**config.mk**
```make
export PLATFORM = sky130hd
export DESIGN_NAME = multicycle_ctrl
export DESIGN_NICKNAME = d
export VERILOG_FILES = /design/src/rtl/rv_ctrl_pkg.sv /design/src/rtl/ctrl_decoder.sv /design/src/rtl/multicycle_ctrl.sv
export SDC_FILE = /design/constraint.sdc
export NUM_CORES = 1
export LEC_CHECK = 0
export ABC_CLOCK_PERIOD_IN_PS = 1500
export CAP_MARGIN = 40
export CORE_ASPECT_RATIO = 0.7
export CORE_MARGIN = 2
export CORE_UTILIZATION = 35
export DETAILED_ROUTE_END_ITERATION = 8
export PLACE_DENSITY = 0.78
export SYNTH_ARGS = -nofsm -noshare
export SYNTH_HDL_FRONTEND = slang
export SYNTH_SLANG_ARGS = --single-unit
export TNS_END_PERCENT = 20
```
**constraint.sdc**
```tcl
create_clock -name clk -period 1.5 [get_ports clk]
set_input_delay 0.15 -clock clk [delete_from_list [all_inputs] [get_ports clk]]
set_output_delay 0.15 -clock clk [all_outputs]
set_load 0.01 [all_outputs]
```
**src/rtl/rv_ctrl_pkg.sv**
```systemverilog
// Shared encodings for the multicycle RV32I control unit.
//   - RV32I base opcodes recognised by the decoder
//   - FSM state encoding (also visible on state_o)
//   - Select encodings for the immediate mux, PC mux and writeback mux
//   - Internal jump / memory-operation classes produced by the decoder
//   - Trap error codes
package rv_ctrl_pkg;

    localparam logic [6:0] OPC_LUI    = 7'b0110111;
    localparam logic [6:0] OPC_AUIPC  = 7'b0010111;
    localparam logic [6:0] OPC_JAL    = 7'b1101111;
    localparam logic [6:0] OPC_JALR   = 7'b1100111;
    localparam logic [6:0] OPC_BRANCH = 7'b1100011;
    localparam logic [6:0] OPC_LOAD   = 7'b0000011;
    localparam logic [6:0] OPC_STORE  = 7'b0100011;
    localparam logic [6:0] OPC_OP_IMM = 7'b0010011;
    localparam logic [6:0] OPC_OP     = 7'b0110011;

    localparam int OPC_COUNT = 9;
    localparam logic [OPC_COUNT-1:0][6:0] LEGAL_OPCODES = {
        OPC_LUI, OPC_AUIPC, OPC_JAL, OPC_JALR, OPC_BRANCH,
        OPC_LOAD, OPC_STORE, OPC_OP_IMM, OPC_OP
    };

    typedef enum logic [2:0] {
        ST_FETCH  = 3'd0,
        ST_DECODE = 3'd1,
        ST_EXEC   = 3'd2,
        ST_MEM    = 3'd3,
        ST_WB     = 3'd4,
        ST_TRAP   = 3'd5
    } state_t;

    // Values must track the immediate generator's mux inputs one-for-one.
    typedef enum logic [2:0] {
        IMM_I       = 3'd0,
        IMM_S       = 3'd1,
        IMM_B       = 3'd2,
        IMM_U       = 3'd3,
        IMM_J       = 3'd4,
        IMM_I_SHAMT = 3'd5
    } imm_sel_t;

    typedef enum logic [1:0] {
        PC_PLUS4 = 2'd0,
        PC_IMM   = 2'd1,
        PC_ALU   = 2'd2
    } pc_sel_t;

    typedef enum logic [1:0] {
        WB_ALU = 2'd0,
        WB_MEM = 2'd1,
        WB_PC4 = 2'd2
    } wb_sel_t;

    typedef enum logic [1:0] {
        JT_NONE   = 2'd0,
        JT_BRANCH = 2'd1,
        JT_JAL    = 2'd2,
        JT_JALR   = 2'd3
    } jump_t;

    typedef enum logic [1:0] {
        MO_NONE  = 2'd0,
        MO_LOAD  = 2'd1,
        MO_STORE = 2'd2
    } mem_op_t;

    typedef enum logic [1:0] {
        ERR_NONE    = 2'd0,
        ERR_ILLEGAL = 2'd1,
        ERR_TIMEOUT = 2'd2
    } err_t;

endpackage

```
**src/rtl/ctrl_decoder.sv**
```systemverilog
// Combinational instruction decoder for the multicycle controller.
// Ports:
//   instr       - instruction register contents
//   imm_sel     - immediate format select for the immediate mux
//   alu_src_imm - ALU operand B comes from the immediate
//   wb_sel      - register writeback source
//   jump_type   - none / conditional branch / JAL / JALR
//   mem_op      - none / load / store
//   legal       - opcode is one of the nine supported base opcodes
module ctrl_decoder
    import rv_ctrl_pkg::*;
(
    input  logic [31:0] instr,
    output imm_sel_t    imm_sel,
    output logic        alu_src_imm,
    output wb_sel_t     wb_sel,
    output jump_t       jump_type,
    output mem_op_t     mem_op,
    output logic        legal
);

    logic [6:0]           opcode;
    logic [2:0]           funct3;
    logic [OPC_COUNT-1:0] opc_hit;
    logic                 unused_bits;

    assign opcode      = instr[6:0];
    assign funct3      = instr[14:12];
    assign unused_bits = ^{instr[31:15], instr[11:7]};

    genvar gi;
    generate
        for (gi = 0; gi < OPC_COUNT; gi++) begin : g_legal
            assign opc_hit[gi] = (opcode == LEGAL_OPCODES[gi]);
        end
    endgenerate

    assign legal = |opc_hit;

    always_comb begin
        imm_sel     = IMM_I;
        alu_src_imm = 1'b0;
        wb_sel      = WB_ALU;
        jump_type   = JT_NONE;
        mem_op      = MO_NONE;
        case (opcode)
            OPC_LUI, OPC_AUIPC: begin
                imm_sel     = IMM_U;
                alu_src_imm = 1'b1;
            end
            OPC_JAL: begin
                imm_sel   = IMM_J;
                wb_sel    = WB_PC4;
                jump_type = JT_JAL;
            end
            OPC_JALR: begin
                alu_src_imm = 1'b1;
                wb_sel      = WB_PC4;
                jump_type   = JT_JALR;
            end
            OPC_LOAD: begin
                alu_src_imm = 1'b1;
                wb_sel      = WB_MEM;
                mem_op      = MO_LOAD;
            end
            OPC_STORE: begin
                imm_sel     = IMM_S;
                alu_src_imm = 1'b1;
                mem_op      = MO_STORE;
            end
            OPC_BRANCH: begin
                imm_sel   = IMM_B;
                jump_type = JT_BRANCH;
            end
            OPC_OP_IMM: begin
                alu_src_imm = 1'b1;
                // Shifts-by-immediate use only the 5-bit shamt field.
                if (funct3 == 3'b001 || funct3 == 3'b101) begin
                    imm_sel = IMM_I_SHAMT;
                end
            end
            default: ;
        endcase
    end

endmodule

```
**src/rtl/multicycle_ctrl.sv**
```systemverilog
// Multicycle RV32I control FSM: FETCH -> DECODE -> EXEC -> [MEM] -> [WB].
// Ports:
//   clk, rst                  - clock, synchronous active-high reset
//   instr                     - instruction register contents
//   mem_ready                 - memory handshake complete (FETCH/MEM only)
//   br_taken                  - datapath branch compare result
//   mem_req, mem_we           - memory request / store strobe
//   mem_is_fetch              - current request is an instruction fetch
//   ir_we, pc_we, reg_we      - IR load, PC update, register-file write
//   pc_sel, imm_sel, wb_sel   - datapath mux selects
//   alu_src_imm               - ALU operand B from immediate
//   state_o                   - current FSM state
//   trap, err_code            - sticky trap flag and its cause
module multicycle_ctrl
    import rv_ctrl_pkg::*;
#(
    parameter int unsigned MEM_WAIT_MAX = 15
) (
    input  logic        clk,
    input  logic        rst,
    input  logic [31:0] instr,
    input  logic        mem_ready,
    input  logic        br_taken,
    output logic        mem_req,
    output logic        mem_we,
    output logic        mem_is_fetch,
    output logic        ir_we,
    output logic        pc_we,
    output logic [1:0]  pc_sel,
    output logic [2:0]  imm_sel,
    output logic        alu_src_imm,
    output logic        reg_we,
    output logic [1:0]  wb_sel,
    output logic [2:0]  state_o,
    output logic        trap,
    output logic [1:0]  err_code
);

    // Counter value on the last allowed wait cycle; a miss there times out.
    localparam logic [3:0] WAIT_LAST = 4'(MEM_WAIT_MAX - 1);

    state_t   state_reg, state_next;
    logic [3:0] wait_cnt_reg, wait_cnt_next;
    err_t     err_reg, err_next;
    imm_sel_t imm_sel_reg;
    logic     alu_src_imm_reg;
    wb_sel_t  wb_sel_reg;
    pc_sel_t  pc_sel_reg;
    jump_t    jump_reg;
    mem_op_t  mem_op_reg;

    imm_sel_t dec_imm_sel;
    logic     dec_alu_src_imm;
    wb_sel_t  dec_wb_sel;
    jump_t    dec_jump;
    mem_op_t  dec_mem_op;
    logic     dec_legal;
    pc_sel_t  dec_pc_sel;

    logic     latch_decode;
    logic     wait_timeout;
    logic     mem_req_c, mem_we_c, mem_is_fetch_c, ir_we_c, pc_we_c, reg_we_c;
    pc_sel_t  pc_sel_c;

    ctrl_decoder u_decoder (
        .instr       (instr),
        .imm_sel     (dec_imm_sel),
        .alu_src_imm (dec_alu_src_imm),
        .wb_sel      (dec_wb_sel),
        .jump_type   (dec_jump),
        .mem_op      (dec_mem_op),
        .legal       (dec_legal)
    );

    // The writeback-time PC target is known at decode; branches override it in EXEC.
    always_comb begin
        case (dec_jump)
            JT_JAL:  dec_pc_sel = PC_IMM;
            JT_JALR: dec_pc_sel = PC_ALU;
            default: dec_pc_sel = PC_PLUS4;
        endcase
    end

    assign latch_decode = (state_reg == ST_DECODE) && dec_legal;
    assign wait_timeout = !mem_ready && (wait_cnt_reg == WAIT_LAST);

    always_ff @(posedge clk) begin
        if (rst) begin
            state_reg       <= ST_FETCH;
            wait_cnt_reg    <= '0;
            err_reg         <= ERR_NONE;
            imm_sel_reg     <= IMM_I;
            alu_src_imm_reg <= 1'b0;
            wb_sel_reg      <= WB_ALU;
            pc_sel_reg      <= PC_PLUS4;
            jump_reg        <= JT_NONE;
            mem_op_reg      <= MO_NONE;
        end else begin
            state_reg    <= state_next;
            wait_cnt_reg <= wait_cnt_next;
            err_reg      <= err_next;
            if (latch_decode) begin
                imm_sel_reg     <= dec_imm_sel;
                alu_src_imm_reg <= dec_alu_src_imm;
                wb_sel_reg      <= dec_wb_sel;
                pc_sel_reg      <= dec_pc_sel;
                jump_reg        <= dec_jump;
                mem_op_reg      <= dec_mem_op;
            end
        end
    end

    always_comb begin
        state_next     = state_reg;
        err_next       = err_reg;
        wait_cnt_next  = '0;   // any state change clears the counter
        mem_req_c      = 1'b0;
        mem_we_c       = 1'b0;
        mem_is_fetch_c = 1'b0;
        ir_we_c        = 1'b0;
        pc_we_c        = 1'b0;
        reg_we_c       = 1'b0;
        pc_sel_c       = pc_sel_reg;
        case (state_reg)
            ST_FETCH: begin
                mem_req_c      = 1'b1;
                mem_is_fetch_c = 1'b1;
                if (mem_ready) begin
                    ir_we_c    = 1'b1;
                    state_next = ST_DECODE;
                end else if (wait_timeout) begin
                    state_next = ST_TRAP;
                    err_next   = ERR_TIMEOUT;
                end else begin
                    wait_cnt_next = wait_cnt_reg + 4'd1;
                end
            end
            ST_DECODE: begin
                if (dec_legal) begin
                    state_next = ST_EXEC;
                end else begin
                    state_next = ST_TRAP;
                    err_next   = ERR_ILLEGAL;
                end
            end
            ST_EXEC: begin
                if (jump_reg == JT_BRANCH) begin
                    pc_we_c    = 1'b1;
                    pc_sel_c   = br_taken ? PC_IMM : PC_PLUS4;
                    state_next = ST_FETCH;
                end else if (mem_op_reg != MO_NONE) begin
                    state_next = ST_MEM;
                end else begin
                    state_next = ST_WB;
                end
            end
            ST_MEM: begin
                mem_req_c = 1'b1;
                mem_we_c  = (mem_op_reg == MO_STORE);
                if (mem_ready) begin
                    if (mem_op_reg == MO_STORE) begin
                        pc_we_c    = 1'b1;
                        pc_sel_c   = PC_PLUS4;
                        state_next = ST_FETCH;
                    end else begin
                        state_next = ST_WB;
                    end
                end else if (wait_timeout) begin
                    state_next = ST_TRAP;
                    err_next   = ERR_TIMEOUT;
                end else begin
                    wait_cnt_next = wait_cnt_reg + 4'd1;
                end
            end
            ST_WB: begin
                reg_we_c   = 1'b1;
                pc_we_c    = 1'b1;
                state_next = ST_FETCH;
            end
            ST_TRAP: ;   // absorbing until rst
            default: state_next = ST_FETCH;
        endcase
    end

    // Strobes are suppressed during the reset cycle itself.
    assign mem_req      = mem_req_c      & ~rst;
    assign mem_we       = mem_we_c       & ~rst;
    assign mem_is_fetch = mem_is_fetch_c & ~rst;
    assign ir_we        = ir_we_c        & ~rst;
    assign pc_we        = pc_we_c        & ~rst;
    assign reg_we       = reg_we_c       & ~rst;

    assign pc_sel      = pc_sel_c;
    assign imm_sel     = imm_sel_reg;
    assign alu_src_imm = alu_src_imm_reg;
    assign wb_sel      = wb_sel_reg;
    assign state_o     = state_reg;
    assign trap        = (state_reg == ST_TRAP);
    assign err_code    = err_reg;

endmodule

```
==> reports/summary.md, run 1 <==
The synthesized design contains 0 enable-type register cells. For this run, the number of Yosys warnings is 0. The run gives -0.204 ns as the smallest setup slack after layout.

The tools report the worst clock skew as 0.00682 ns. Of the available clock period, the critical path in the final layout requires 114%. Hold is met by 0.455 ns.

Setup total negative slack on the finished layout was measured at -1.07 ns. The initial utilization of the core area, before any placement, comes to 35.9%. Endpoint type of the worst setup path: an output port. Port buffering added 32 buffers. For the pin with the worst max-slew slack, the measured transition is 0.320 ns.

The worst setup path is launched from a register. The tools report the post-synth net total as 182. The worst setup path is of the reg2out kind. Clock tree synthesis found a total of 20 sinks. The via density per instance works out to 5.13.

The power density normalized to cell area is 683 mW/mm², and the area of the mapped netlist is 0.00124 mm². Including well taps, the total number of placed cells is 248. The tool flagged a number of max-cap violations equal to 0.

The logs give 1 for the maximum level of the CTS H-tree and 0.00345 mm² for the placeable core region. The cell with the largest stage delay on the worst path was sky130_fd_sc_hd__or3b_4. The first detailed-routing pass ran for 4 iterations.

Ranked by total cell area, the synthesized netlist is headed by sky130_fd_sc_hd__dfxtp_1 32%, sky130_fd_sc_hd__nor2_1 6.4%, sky130_fd_sc_hd__nor2b_1 3.0%. The primary flip-flop cell chosen by synthesis mapping was sky130_fd_sc_hd__dfxtp_1. The number of buffers between clock root and the deepest sink was 2; the via count was 1303. For the worst flop-to-flop path, the logic depth is 6. Measured against its own limit, the worst slew margin works out to 78.4%.

The routed design has 3.59 mm of wire. The number of nets in the layout was 244; the register-to-register setup slack was -0.11 ns. The congestion estimate from routability-driven global placement came to 0.966.

The number of I/O pins is 56. After floorplanning, the core was divided into 18 placement rows. The clock root buffer master was sky130_fd_sc_hd__clkbuf_8. The die is 53.8 µm tall. The critical path data arrival time came out at 1.55 ns. After detailed routing, the average wire length per cell comes to 14.1 µm. The tools report the number of antenna violations at the first check in global routing as 0. The worst hold path terminates at err_code[0]$_SDFFE_PP0P_.

TritonCTS built the clock tree. Once layout is done, the placed cells without fillers occupy 0.00196 mm². For the via count of the first global-routing pass, the log shows 1184. The run finished, with violations left. After global routing the overflow that remains totals 0. The async set-reset flop share out of synthesis works out to 0%. The number of fillers in the final layout is 299. Setup violations remaining at the end of the flow were counted as 14.

The first global-routing pass estimated 5.71 mm of wire. Path category of the worst min-delay check: reg2reg. Summed over all cells, the static leakage comes to 0.852 nW. The clock transition at the registers of the reported paths was 0.07 ns.

Data on the critical path is required at its endpoint by 1.35 ns. The worst register-to-register path ends at alu_src_imm$_SDFFE_PP0P_. The maximum fanout count along the critical path came out at 3. The sequential cells in the finished layout cover a total of 404 µm². For the first-iteration detailed-routing DRC count, the log shows 105. The tools report the worst vdd rail ir drop as 0.460 mV. Setup repair after global routing could not meet its margin everywhere. In the layout the commonest cells are 31 x sky130_fd_sc_hd__buf_4, 20 x sky130_fd_sc_hd__nor2_1, 19 x sky130_fd_sc_hd__clkdlybuf4s50_1, 17 x sky130_fd_sc_hd__dfxtp_1. The worst hold path cell count works out to 2. The run gives 52 as the count of cell types in the netlist. The peak per-stage delay on the critical path works out to 0.42 ns. In the final layout, the share of cells above drive strength 1 is 33.8%. The number of cells produced by synthesis was 144; the post-synthesis sequential area ratio was 32.3%. Filler-free cell count of the finished design: 254. The floorplan step set the die width to 75.1 µm.

The area of placed instances was 0.00182 mm²; the register bit total from synthesis was 20. Mean area per synthesized cell: 8.60 µm². The synthesized design devotes to its leading area cell type 32.3% of total area.

The hold violation total from the final report is 0, and the antenna violation net count after detailed routing is 0. Clock latency on the worst-skew pair, taken at its later pin, is 0.26 ns. The area growth from synthesis to layout is 57.9%. Global routing used 18.7% of the available tracks across all layers. The routed design could run at a clock period as short as 1.70 ns. In the final layout, the multi-input gates occupy 850 µm².

The tools report the sum of net half-perimeters after detailed placement as 2.72 mm. The worst register-to-register path begins at state_o[0]$_SDFFE_PP0N_. The register with the most flip-flops in the layout has 4 of them. The run gives 0 as the number of pins exceeding their max-slew limit in the final report. TritonCTS created 3 clock buffers.

Of all cell types, the one taking the most synthesized area is sky130_fd_sc_hd__dfxtp_1. The library cell used most frequently in the layout, excluding fill and tap cells, is sky130_fd_sc_hd__buf_4. The final reports fail on setup timing. The repair_antennas step left the layout with diodes totalling 0. The signal on the critical path passes through or3b_4 -> nor2b_4 -> a41oi_2 -> a22o_1 -> buf_2. Entering global routing, the biggest net connects 13 pins. Timing would allow up to 0.587 GHz.

The run gives 0.00404 mm² as the total die area. In this run the most critical hold path is launched from err_code[0]$_SDFFE_PP0P_. After detailed routing, the number of remaining DRC violations is 0.
## power by group
| group | switching [mW] | leakage (nW) | internal (mW) |
|---|---|---|---|
| Combinational | 0.203 | 0.668 | 0.223 |
| Sequential | 0.0103 | 0.163 | 0.549 |
| Clock | 0.171 | 0.0216 | 0.179 |
| Total | 0.384 | 0.852 | 0.951 |
## area by class of cell
class                           count  share of cell area (%)
Clock buffer                        3                    2.11
Inverter                            3                   0.576
Tap cell                           50                    3.20
Multi-Input combinational cell    113                    43.4
Sequential cell                    20                    20.7
Timing Repair Buffer               65                    30.0
## cells by family (layout without fill, tap and decap cells)
family | count (synthesis) | after routing | synth area share, %
DFF | 20 | 20 | 32.3
buffers and inverters | 11 | 71 | 4.34
adders and majority gates | 2 | 2 | 2.02
and+or+nand+nor | 67 | 67 | 32.5
xor gates and xnor gates | 3 | 3 | 2.12
muxes | 1 | 1 | 0.808
AOI/OAI and AO/OA | 40 | 40 | 25.9
## timing repair
| item | 4_1_cts | 5_1_grt |
|---|---|---|
| gates resized for setup | 39 | 13 |
| endpoints found under the hold margin | 0 | 0 |
| buffers inserted | 0 | 3 |
| pin swaps | 4 | 9 |
| setup endpoints to repair | 9 | 25 |
| hold buffers | 0 | 0 |
## worst max-delay path by stage
stage	from	to	cells after the start
floorplan	state_o[1]$_SDFFE_PP0N_	pc_we	3
detailed placement	mem_ready	pc_sel[0]	5
finish	state_o[0]$_SDFFE_PP0N_	pc_sel[0]	5
global route	state_o[0]$_SDFFE_PP0N_	pc_sel[0]	5
global placement	mem_ready	pc_sel[1]	5
CTS	state_o[2]$_SDFFE_PP0N_	pc_sel[0]	5
## synthesized netlist by cell type, types with 3 or more instances
master and instances:
sky130_fd_sc_hd__nand3_1 5, sky130_fd_sc_hd__nor4_1 3, sky130_fd_sc_hd__nor3_1 3, sky130_fd_sc_hd__o21ai_0 7
sky130_fd_sc_hd__buf_2 4, sky130_fd_sc_hd__a21o_1 3, sky130_fd_sc_hd__nor2b_1 6, sky130_fd_sc_hd__nor2_1 21
sky130_fd_sc_hd__a31oi_1 4, sky130_fd_sc_hd__a22o_1 3, sky130_fd_sc_hd__inv_1 3, sky130_fd_sc_hd__a21oi_1 7
sky130_fd_sc_hd__and2_1 3, sky130_fd_sc_hd__o211ai_1 4, sky130_fd_sc_hd__nand2_1 7, sky130_fd_sc_hd__dfxtp_1 20
## layer usage
layer	part of all wire (%)	wire, µm	up-vias	track usage, %
met5	0	0	-	0
met4	0.50	18	0	2.08
met3	7.4	266	5	6.37
met2	45	1600	51	27.8
met1	48	1710	602	26.8
li1	-	-	645	-
## worst max-delay path: cells and delay by family (launching register included)
family | cells | cell delay, ns
buffers and inverters | 1 | 0.14
AND/OR/NAND/NOR | 2 | 0.56
flip-flops | 1 | 0.32
AO/OA/AOI/OAI | 2 | 0.28
## stage by stage
step,worst slack (ns),power (mW),utilization (%)
finish,-0.204,1.34,56.8
detailed placement,-0.456,0.947,52.7
global placement,-0.442,0.944,52.7
CTS,-0.202,1.31,54.7
floorplan,0.0317,0.754,-
global route,-0.248,1.40,56.8
Note: power is estimated with default switching activity, not from simulation.
==> run 2, diff against run 1 <==
CORE_ASPECT_RATIO = 1.1   (was 0.7)
==> run 2 against run 1 <==
  * The flow still finishes with violations (setup timing)
  * Flip-flop and latch count unchanged
  * Cell area decreased by 0.90%
  * Maximum frequency decreased by 3.0%
  * Core utilization up 0.96 points
==> reports/summary.md, run 2 (synthesized netlist as in run 1, its figures left out) <==
The via count of the first global-routing pass was 1202. The placeable core region was 0.00336 mm²; the global placer's final weighted congestion was 0.889. The endpoint type of the worst setup path was an output port.

The data required time of the worst path is 1.35 ns. The highest metal layer with signal wires is met4. The number of I/O pins is 56. Of the total power, registers draw 44.3%. The flow ran to the end, but the final reports show violations.

The run gives 2.43 mm as the sum of net half-perimeters after detailed placement. Leaving out fill and tap cells, the most frequent cell in the layout is sky130_fd_sc_hd__buf_4. The internal power of the cells totals 0.897 mW. For the antenna cell count, the log shows 0.

Post-route fraction of the period consumed by the critical path: 117%. The via density per instance is 5.03, and the met2 wirelength from detailed routing is 1.58 mm. In the layout the commonest cells are 33 x sky130_fd_sc_hd__buf_4, 21 x sky130_fd_sc_hd__clkdlybuf4s50_1, 19 x sky130_fd_sc_hd__nor2_1, 17 x sky130_fd_sc_hd__dfxtp_1.

TritonCTS built the clock tree. The area taken by multi-input logic gates was 853 µm². Timing would allow up to 0.569 GHz. For this configuration, the core starts out at a cell density of 36.9%. The net switching power was 0.365 mW.

Net switching is 28.9% of the power. The total length of routed wires is 3.17 mm, and the global-route wire length before repair is 5.15 mm. The hold violation total from the final report is 0, and the register-to-register setup slack is -0.04 ns. The power density normalized to cell area was 651 mW/mm². Overall power after layout: 1.26 mW. In the final routing, the length of wire on met1 measures 1.43 mm. The maximum level of the CTS H-tree is 1, and the smallest setup slack after layout is -0.257 ns. The run gives 13 as the pin count of the biggest net entering global routing. Detailed routing inserted a total of 1283 vias. For this block, the initial DRC count from the detailed router was 30.

The checks that failed: setup timing. The number of buffers between clock root and the deepest sink was 2; the remaining max-slew budget at the tightest pin was 74.9%. Along the worst path, the maximum fanout reaches 3. From left edge to right edge, the die measures 60.7 µm. The signed area change from the synthesized netlist to the final layout was 56.5%; the DRC violation count after routing was 0. Startpoint type of the worst setup path: a register.

The die covers 0.00403 mm². The clock network burns 24.8% of the power. For the pin with the worst max-slew slack, the measured transition is 0.377 ns. The run gives 31.0% as the combinational power share. The register with the most flip-flops in the layout has 4 of them. After clock tree synthesis, the clock-pin slew on the worst setup and hold paths is 0.11 ns.

Buffers inserted to repair hold after CTS numbered 0. The tools report the clock root buffer master as sky130_fd_sc_hd__clkbuf_4. Static leakage power: 0.814 nW.

The clock arrives with 0.00923 ns of skew. In this run the remaining antenna-violating nets after routing total 0. Classification of the worst setup path: reg2out. Max-cap violations in this run came to 0. The min-delay analysis places its worst path in the category reg2reg. The number of fillers in the final layout is 318.

Counting I/O delays and the setup requirement, the final critical path takes 1.76 ns. The floorplan has 22 rows. The post-route netlist has 34.8% of its cells at a drive strength greater than 1. CTS saw 20 sinks.

In the final design database the tool counted 246 nets. The overall overflow remaining after global route is 0, and the number of optimization iterations in the first detailed-route pass is 4. Setup repair after global routing could not meet its margin everywhere.

Summing all flip-flop and latch instances after layout gives 404 µm². The TritonCTS buffer count is 3. The height of the die is 66.4 µm. Global routing used 16.9% of the available tracks. The number of antenna violations at the first check in global routing came out at 0.

The number of pins exceeding their max-slew limit in the final report was 0. At the worst endpoint, the arrival time is 1.61 ns. For the final-layout setup total negative slack, the log shows -1.36 ns.

After detailed routing, the average wire length per cell comes to 12.4 µm. The clock latency at the later pin of the worst-skew pair was 0.30 ns; the setup-violating endpoint count in the final report was 13. Across the VDD grid, the largest voltage drop is 0.424 mV. The count of buffers added on input and output ports is 32. Summed over all nets, wire length on met3 after detailed routing comes to 136 µm.
==> run 2: final timing paths <==
| check | start | end | cells after the start |
|---|---|---|---|
| worst min register to register | err_code[0]$_SDFFE_PP0P_ | err_code[0]$_SDFFE_PP0P_ | 2 |
| worst max register to register | state_o[0]$_SDFFE_PP0N_ | imm_sel[2]$_SDFFE_PP0P_ | 5 |
| worst min-delay path | err_code[0]$_SDFFE_PP0P_ | err_code[0]$_SDFFE_PP0P_ | 2 |
| worst max-delay path | state_o[0]$_SDFFE_PP0N_ | pc_sel[0] | 5 |
==> run 2: cell type report <==
cell class,count,area share [%]
Inverter,3,0.581
Clock buffer,4,1.87
Multi-Input combinational cell,113,44.0
Tap cell,48,3.10
Sequential cell,20,20.9
Timing Repair Buffer,67,29.6
==> run 2: layer usage <==
layer	GRT usage, %	vias up
met3	3.91	4
met2	28.9	32
met1	20.3	596
met5	0	-
li1	-	651
met4	5.98	0
==> run 2: power groups by stage <==
stage               combinational [mW]  sequential, mW  clock, mW
floorplan                        0.178           0.576          0
global route                     0.421           0.560      0.341
detailed placement               0.378           0.569          0
global placement                 0.373           0.568          0
CTS                              0.391           0.559      0.321
finish                           0.391           0.559      0.312
==> run 2: through the flow <==
step	hold slack (ns)	std cells	setup slack, ns	instance area, µm²	utilization, %
CTS	0.472	255	-0.277	1930	57.4
global placement	0.447	250	-0.402	1830	54.5
finish	0.470	255	-0.257	1940	57.7
global route	0.487	255	-0.323	1940	57.7
detailed placement	0.450	250	-0.455	1830	54.5
floorplan	0.361	144	0.0317	1240	-
==> run 2: timing repair <==
| action | 4_1_cts | 5_1_grt |
|---|---|---|
| gates resized for setup | 44 | 4 |
| setup endpoints to repair | 15 | 23 |
| setup buffers | 2 | 0 |
| pin swaps | 4 | 4 |
==> run 2: worst max-delay path, cell delays in order, from the launching register on <==
cell	delay (ns)
sky130_fd_sc_hd__dfxtp_2	0.34
sky130_fd_sc_hd__or3b_4	0.42
sky130_fd_sc_hd__nor2b_4	0.15
sky130_fd_sc_hd__a41oi_2	0.06
sky130_fd_sc_hd__a22o_1	0.20
sky130_fd_sc_hd__buf_2	0.13
